==> config.mk <==
export PLATFORM = sky130hd
export DESIGN_NAME = led_status_arbiter
export DESIGN_NICKNAME = d
export VERILOG_FILES = /design/src/rtl/led_pkg.sv /design/src/rtl/led_pwm_gen.sv /design/src/rtl/led_status_arbiter.sv
export SDC_FILE = /design/constraint.sdc
export NUM_CORES = 1
export LEC_CHECK = 0
export CORE_ASPECT_RATIO = 0.7
export CORE_UTILIZATION = 40
export CTS_BUF_LIST = sky130_fd_sc_hd__clkbuf_4 sky130_fd_sc_hd__clkbuf_8
export DETAILED_ROUTE_END_ITERATION = 12
export GPL_ROUTABILITY_DRIVEN = 0
export REMOVE_ABC_BUFFERS = 1
export SKIP_LAST_GASP = 1
export SLEW_MARGIN = 20
export SYNTH_ARGS = -nofsm -noshare
export SYNTH_HDL_FRONTEND = slang
export SYNTH_HIERARCHICAL = 1
export SYNTH_SLANG_ARGS = --single-unit
==> constraint.sdc <==
create_clock -name i_clock -period 2.8 [get_ports i_clock]
set_input_delay 0.42 -clock i_clock [delete_from_list [all_inputs] [get_ports i_clock]]
set_output_delay 0.42 -clock i_clock [all_outputs]
set_load 0.02 [all_outputs]
==> src/rtl/led_pkg.sv <==
// Shared types and helpers for the status LED arbiter.
// Holds FSM states, RGB bit positions and the request priority encoder.
package led_pkg;

    typedef enum logic [1:0] {
        ST_IDLE = 2'd0,
        ST_HOLD = 2'd1,
        ST_OPEN = 2'd2
    } state_t;

    localparam int CLR_R = 2;
    localparam int CLR_G = 1;
    localparam int CLR_B = 0;

    localparam int PE_W = 32;

    typedef struct packed {
        logic       valid;
        logic [4:0] idx;
    } prio_t;

    // Lowest set bit wins, so bit 0 is the highest-priority source.
    function automatic prio_t lowestSet(input logic [PE_W-1:0] req);
        prio_t res;
        res.valid = 1'b0;
        res.idx   = '0;
        for (int i = PE_W - 1; i >= 0; i--) begin
            if (req[i]) begin
                res.valid = 1'b1;
                res.idx   = 5'(i);
            end
        end
        return res;
    endfunction

endpackage

==> src/rtl/led_pwm_gen.sv <==
// Free-running PWM counter with a brightness compare.
// The counter is never restarted by grant changes, only by reset.
module led_pwm_gen #(
    parameter int PWM_PERIOD = 50,
    parameter int DUTY_W     = 6
) (
    input  logic              i_clock,
    input  logic              i_reset,
    input  logic [DUTY_W-1:0] i_duty,
    output logic              o_pwm_on
);

    localparam int CNT_W = (PWM_PERIOD > 1) ? $clog2(PWM_PERIOD) : 1;
    localparam int CMP_W = (CNT_W > DUTY_W) ? CNT_W : DUTY_W;

    logic [CNT_W-1:0] r_pwmCnt;

    always_ff @(posedge i_clock) begin
        if (i_reset) begin
            r_pwmCnt <= '0;
        end else if (r_pwmCnt == CNT_W'(PWM_PERIOD - 1)) begin
            r_pwmCnt <= '0;
        end else begin
            r_pwmCnt <= r_pwmCnt + 1'b1;
        end
    end

    // Duty at or above the period keeps the output permanently on.
    assign o_pwm_on = CMP_W'(r_pwmCnt) < CMP_W'(i_duty);

endmodule

==> src/rtl/led_status_arbiter.sv <==
// Fixed-priority owner selection for the single RGB status LED, with a
// minimum hold time, PWM dimming and optional blinking of the owner colour.
module led_status_arbiter #(
    parameter int N_REQ       = 4,
    parameter int PWM_PERIOD  = 50,
    parameter int DUTY_W      = 6,
    parameter int HOLD_TICKS  = 1000,
    parameter int BLINK_TICKS = 25000
) (
    input  logic                 i_clock,
    input  logic                 i_reset,
    input  logic [N_REQ-1:0]     i_req,
    input  logic [3*N_REQ-1:0]   i_color,
    input  logic [N_REQ-1:0]     i_blink,
    input  logic [DUTY_W-1:0]    i_duty,
    output logic [N_REQ-1:0]     o_grant,
    output logic                 o_busy,
    output logic                 o_led_r,
    output logic                 o_led_g,
    output logic                 o_led_b
);

    import led_pkg::*;

    localparam int HOLD_W  = (HOLD_TICKS > 1) ? $clog2(HOLD_TICKS) : 1;
    localparam int BLINK_W = (BLINK_TICKS > 1) ? $clog2(BLINK_TICKS) : 1;

    state_t              r_state;
    logic [N_REQ-1:0]    r_grant;
    logic                r_busy;
    logic [2:0]          r_color;
    logic                r_blink;
    logic                r_phase;
    logic [BLINK_W-1:0]  r_blinkCnt;
    logic [HOLD_W-1:0]   r_holdCnt;
    logic                r_ledR;
    logic                r_ledG;
    logic                r_ledB;

    prio_t               w_pe;
    logic [N_REQ-1:0]    w_newGrant;
    logic [2:0]          w_newColor;
    logic                w_newBlink;
    logic                w_takeGrant;
    logic                w_pwmOn;
    logic                w_lit;

    led_pwm_gen #(
        .PWM_PERIOD (PWM_PERIOD),
        .DUTY_W     (DUTY_W)
    ) u_pwm (
        .i_clock  (i_clock),
        .i_reset  (i_reset),
        .i_duty   (i_duty),
        .o_pwm_on (w_pwmOn)
    );

    // Winner of the current request vector together with its colour/blink.
    always_comb begin
        w_pe       = lowestSet(PE_W'(i_req));
        w_newGrant = '0;
        w_newColor = '0;
        w_newBlink = 1'b0;
        for (int k = 0; k < N_REQ; k++) begin
            if (w_pe.valid && (w_pe.idx == 5'(k))) begin
                w_newGrant[k] = 1'b1;
                w_newColor    = i_color[3*k +: 3];
                w_newBlink    = i_blink[k];
            end
        end
        w_takeGrant = w_pe.valid &&
                      ((r_state == ST_IDLE) ||
                       ((r_state == ST_OPEN) && (w_newGrant != r_grant)));
        w_lit = w_pwmOn & (r_blink ? r_phase : 1'b1) & (r_state != ST_IDLE);
    end

    always_ff @(posedge i_clock) begin
        if (i_reset) begin
            r_state    <= ST_IDLE;
            r_grant    <= '0;
            r_busy     <= 1'b0;
            r_color    <= '0;
            r_blink    <= 1'b0;
            r_phase    <= 1'b0;
            r_blinkCnt <= '0;
            r_holdCnt  <= '0;
            r_ledR     <= 1'b0;
            r_ledG     <= 1'b0;
            r_ledB     <= 1'b0;
        end else begin
            r_ledR <= r_color[CLR_R] & w_lit;
            r_ledG <= r_color[CLR_G] & w_lit;
            r_ledB <= r_color[CLR_B] & w_lit;

            if (r_blinkCnt == BLINK_W'(BLINK_TICKS - 1)) begin
                r_blinkCnt <= '0;
                r_phase    <= ~r_phase;
            end else begin
                r_blinkCnt <= r_blinkCnt + 1'b1;
            end

            // A fresh grant restarts the hold window and the blink pattern.
            if (w_takeGrant) begin
                r_state    <= ST_HOLD;
                r_grant    <= w_newGrant;
                r_busy     <= 1'b1;
                r_color    <= w_newColor;
                r_blink    <= w_newBlink;
                r_holdCnt  <= HOLD_W'(HOLD_TICKS - 1);
                r_blinkCnt <= '0;
                r_phase    <= 1'b1;
            end else begin
                case (r_state)
                    ST_IDLE: begin
                        r_grant <= '0;
                        r_busy  <= 1'b0;
                    end
                    ST_HOLD: begin
                        if (r_holdCnt == '0) begin
                            r_state <= ST_OPEN;
                        end else begin
                            r_holdCnt <= r_holdCnt - 1'b1;
                        end
                    end
                    ST_OPEN: begin
                        if (!w_pe.valid) begin
                            r_state <= ST_IDLE;
                            r_grant <= '0;
                            r_busy  <= 1'b0;
                        end else begin
                            r_color <= w_newColor;
                            r_blink <= w_newBlink;
                        end
                    end
                    default: begin
                        r_state <= ST_IDLE;
                        r_grant <= '0;
                        r_busy  <= 1'b0;
                    end
                endcase
            end
        end
    end

    assign o_grant = r_grant;
    assign o_busy  = r_busy;
    assign o_led_r = r_ledR;
    assign o_led_g = r_ledG;
    assign o_led_b = r_ledB;

endmodule
==> results.json <==
{
  "status": "finished, final reports clean",
  "grt_max_degree": 16,
  "layout.cells.non_filler": 385,
  "arrival_ns": 2.34,
  "drc": 0,
  "final_common_cell": "dfxtp_1",
  "final_max_slew_viol_count": 0,
  "area.growth.synth_to_final_pct": 22.7,
  "async_reset_ff_share_pct": 0,
  "antenna_found_initial": 0,
  "crit_path_start_kind": "flop",
  "final_core_util_pct": 51.0,
  "r2r-end": "r_holdCnt[9]",
  "m1WireLength_mm": 2.77,
  "hold_violations": 0,
  "path_cells": "inv_1 -> ha_1 -> or4b_1 -> o41ai_2 -> o221ai_2 -> a21oi_1 -> a311oi_1",
  "clk_latency_ns": 0.30,
  "rsz0062_at_grt": "false",
  "cp_slowest_cell": "or4b_1",
  "setup_viol": 0,
  "fmax_ghz": 0.458,
  "yosys-mux-area-fraction_pct": 0.420,
  "drt_iter0_drc": 103,
  "critical_path_required_ns": 2.96,
  "hold_start": "r_color[2]",
  "r2r_slack_ns": 0.62,
  "port_buffers": 35,
  "layout_common_cells": "46 x dfxtp_1, 35 x clkdlybuf4s50_1, 30 x nor2_1",
  "cp-end-kind": "flop",
  "placementRows": 23,
  "wirelength_mm": 5.06,
  "grt_pass1_wl_mm": 8.26,
  "maxSlewHeadroom_pct": 42.4,
  "die_h_um": 66.6,
  "cts_root_buf": "clkbuf_8",
  "coreArea_um2": 5730,
  "vias": 1973,
  "placed_area_um2": 2830,
  "ys_seq_elements": 46,
  "track_usage_pct": 17.1,
  "cts_resized": 0,
  "fin_area_um2": 2920,
  "yosysTopAreaCell": "dfxtp_1",
  "hold_buffers": 0,
  "fp.dieW_um": 94.2,
  "clk_pin_slew_ns": 0.09,
  "slowest_delay_ns": 0.56,
  "syn_area_per_cell_um2": 8.89,
  "critPathMaxFanout": 5,
  "die_area_um2": 6270,
  "period_minus_slack_ns": 2.18,
  "cts.htree.levels": 2,
  "ys.flop_type": "dfxtp_1",
  "p_leak_uw": 0.00103,
  "num_io_pins": 36,
  "tns_ns": 0,
  "post_drt_wl_per_cell_um": 13.1,
  "viasPerCell": 5.12,
  "power_density_nw_per_um2": 489,
  "timing.rr.start": "r_holdCnt[1]",
  "first_pass_iters": 4,
  "min_path_type": "reg2reg",
  "final_net_count": 346,
  "synthCells": 268,
  "grt_pass1_vias": 1741,
  "clock_sinks": 46,
  "peakVddDrop_uv": 351,
  "fillCellCount": 549,
  "initial_core_util_pct": 41.6,
  "antennaDiodeCount": 0,
  "synth_xor_area_share_pct": 8.09,
  "fin_skew_ns": 0.00804,
  "numCtsBuffers": 5,
  "reg2reg_depth": 7,
  "ys_seq_area_share_pct": 38.7,
  "placedCellCount": 377,
  "worst-setup-path-type": "reg2reg",
  "syn_area_um2": 2380,
  "hold_end": "o_led_r",
  "postRouteAntennaNets": 0,
  "synthSimpleGateAreaFrac_pct": 28.6,
  "dp_hpwl_mm": 3.80,
  "dr_wl_met3_um": 177,
  "grt.overflow.total": 0,
  "synth_top_family_by_area": "simple AND/OR/NAND/NOR gates",
  "worst_pin_slew_ns": 0.853,
  "post_cts_buffers": 0,
  "drive_above_1_share_pct": 11.6,
  "synth_top_cell_area_share_pct": 38.7,
  "dr.max_layer_used": "met4",
  "ys_types": 54,
  "synth-compound-area-share_pct": 15.5,
  "synth_edf_count": 0,
  "synthAdderAreaFrac_pct": 4.73,
  "period_share_pct": 77.9,
  "yosys_warnings": 6,
  "wl_met2_mm": 2.03,
  "synth_top_cells_by_area": "dfxtp_1 39%, ha_1 4.7%, nor2_1 4.7%, xor2_1 4.4%, nor2_4 3.8%",
  "clockBufferDepth": 2,
  "worst_hold_slack_ns": 0.470,
  "cap_viol_max_count": 0,
  "hold_path_depth": 1,
  "cts_tree": "built"
}
-- sequential cells by signal, indices dropped and copies added, names as in the netlist, 2 cells and up --
| name | flops |
|---|---|
| r_holdCnt | 10 |
| o_grant | 4 |
| u_pwm/r_pwmCnt | 6 |
| r_color | 3 |
| r_state | 2 |
| r_blinkCnt | 15 |
-- worst max-delay path by stage --
stage / from / slack (ns) / endpoint / cells past startpoint
2_1_floorplan: i_req[0] / 0.65 / r_blinkCnt[11] / 5
3_3_place_gp: i_req[0] / 0.36 / r_blinkCnt[4] / 7
3_5_place_dp: i_req[0] / 0.31 / r_blinkCnt[7] / 8
4_1_cts: i_req[0] / 0.61 / r_blinkCnt[7] / 8
5_1_grt: i_duty[2] / 0.42 / o_led_g / 8
6_report: r_holdCnt[1] / 0.62 / r_holdCnt[9] / 7
-- report_power, final --
part           switching, µW  internal (µW)
combinational            148            133
sequential              39.7            694
clock                    237            176
total                    425           1000
-- per-stage QoR --
stage	total power, µW	worst slack [ns]
after floorplan	911	0.646
after global placement	1030	0.364
after detailed placement	1030	0.306
after CTS	1440	0.608
after global routing	1510	0.419
final	1430	0.619
-- Yosys cell counts, types with 2 or more instances --
cell type	n
nor2b_1	9
a211oi_1	7
o21ai_0	5
a221oi_1	6
and3_1	2
nand2b_1	3
dfxtp_1	46
inv_1	12
nor2_1	30
nor3_1	11
nor2_2	2
nand4_1	3
nand2_1	15
nand3_1	9
a21oi_1	15
a22o_1	2
a32o_1	2
nor4b_1	3
xor2_1	12
xnor2_1	10
nor4_1	5
and2_1	4
ha_1	9
or2_2	2
nor2_4	8
clkbuf_1	5
or3_1	4
-- metal layers --
| layer | GRT usage (%) | vias up |
|---|---|---|
| met2 | 23.2 | 28 |
| met5 | 0 | - |
| li1 | - | 1035 |
| met1 | 25.9 | 902 |
| met3 | 3.88 | 8 |
| met4 | 5.77 | 0 |
-- critical path: cells and delay by family (launching register included) --
family / cells / cell delay (ns)
buffers and inverters: 1 / 0.09
AO/OA/AOI/OAI: 4 / 0.83
adder cells (fa/ha/maj): 1 / 0.23
flip-flops: 1 / 0.32
AND/OR/NAND/NOR: 1 / 0.56
-- cell families after synthesis --
kind of cell,after synthesis
and+or+nand+nor,119
AOI/OAI and AO/OA,50
DFF,46
xor gates and xnor gates,22
buffers and inverters,21
adders and majority gates,9
muxes,1
-- layout make-up --
type | count | area (µm²) | area share [%]
multi-input cells | 201 | 1370 | 46.7
inverters | 13 | 48.8 | 1.67
clock inverters | 3 | 21.3 | 0.728
flip-flops and latches | 46 | 921 | 31.5
well taps | 75 | 93.8 | 3.21
clock buffers | 5 | 68.8 | 2.35
repair buffers | 42 | 403 | 13.8
Note: power is estimated with default switching activity, not from simulation.
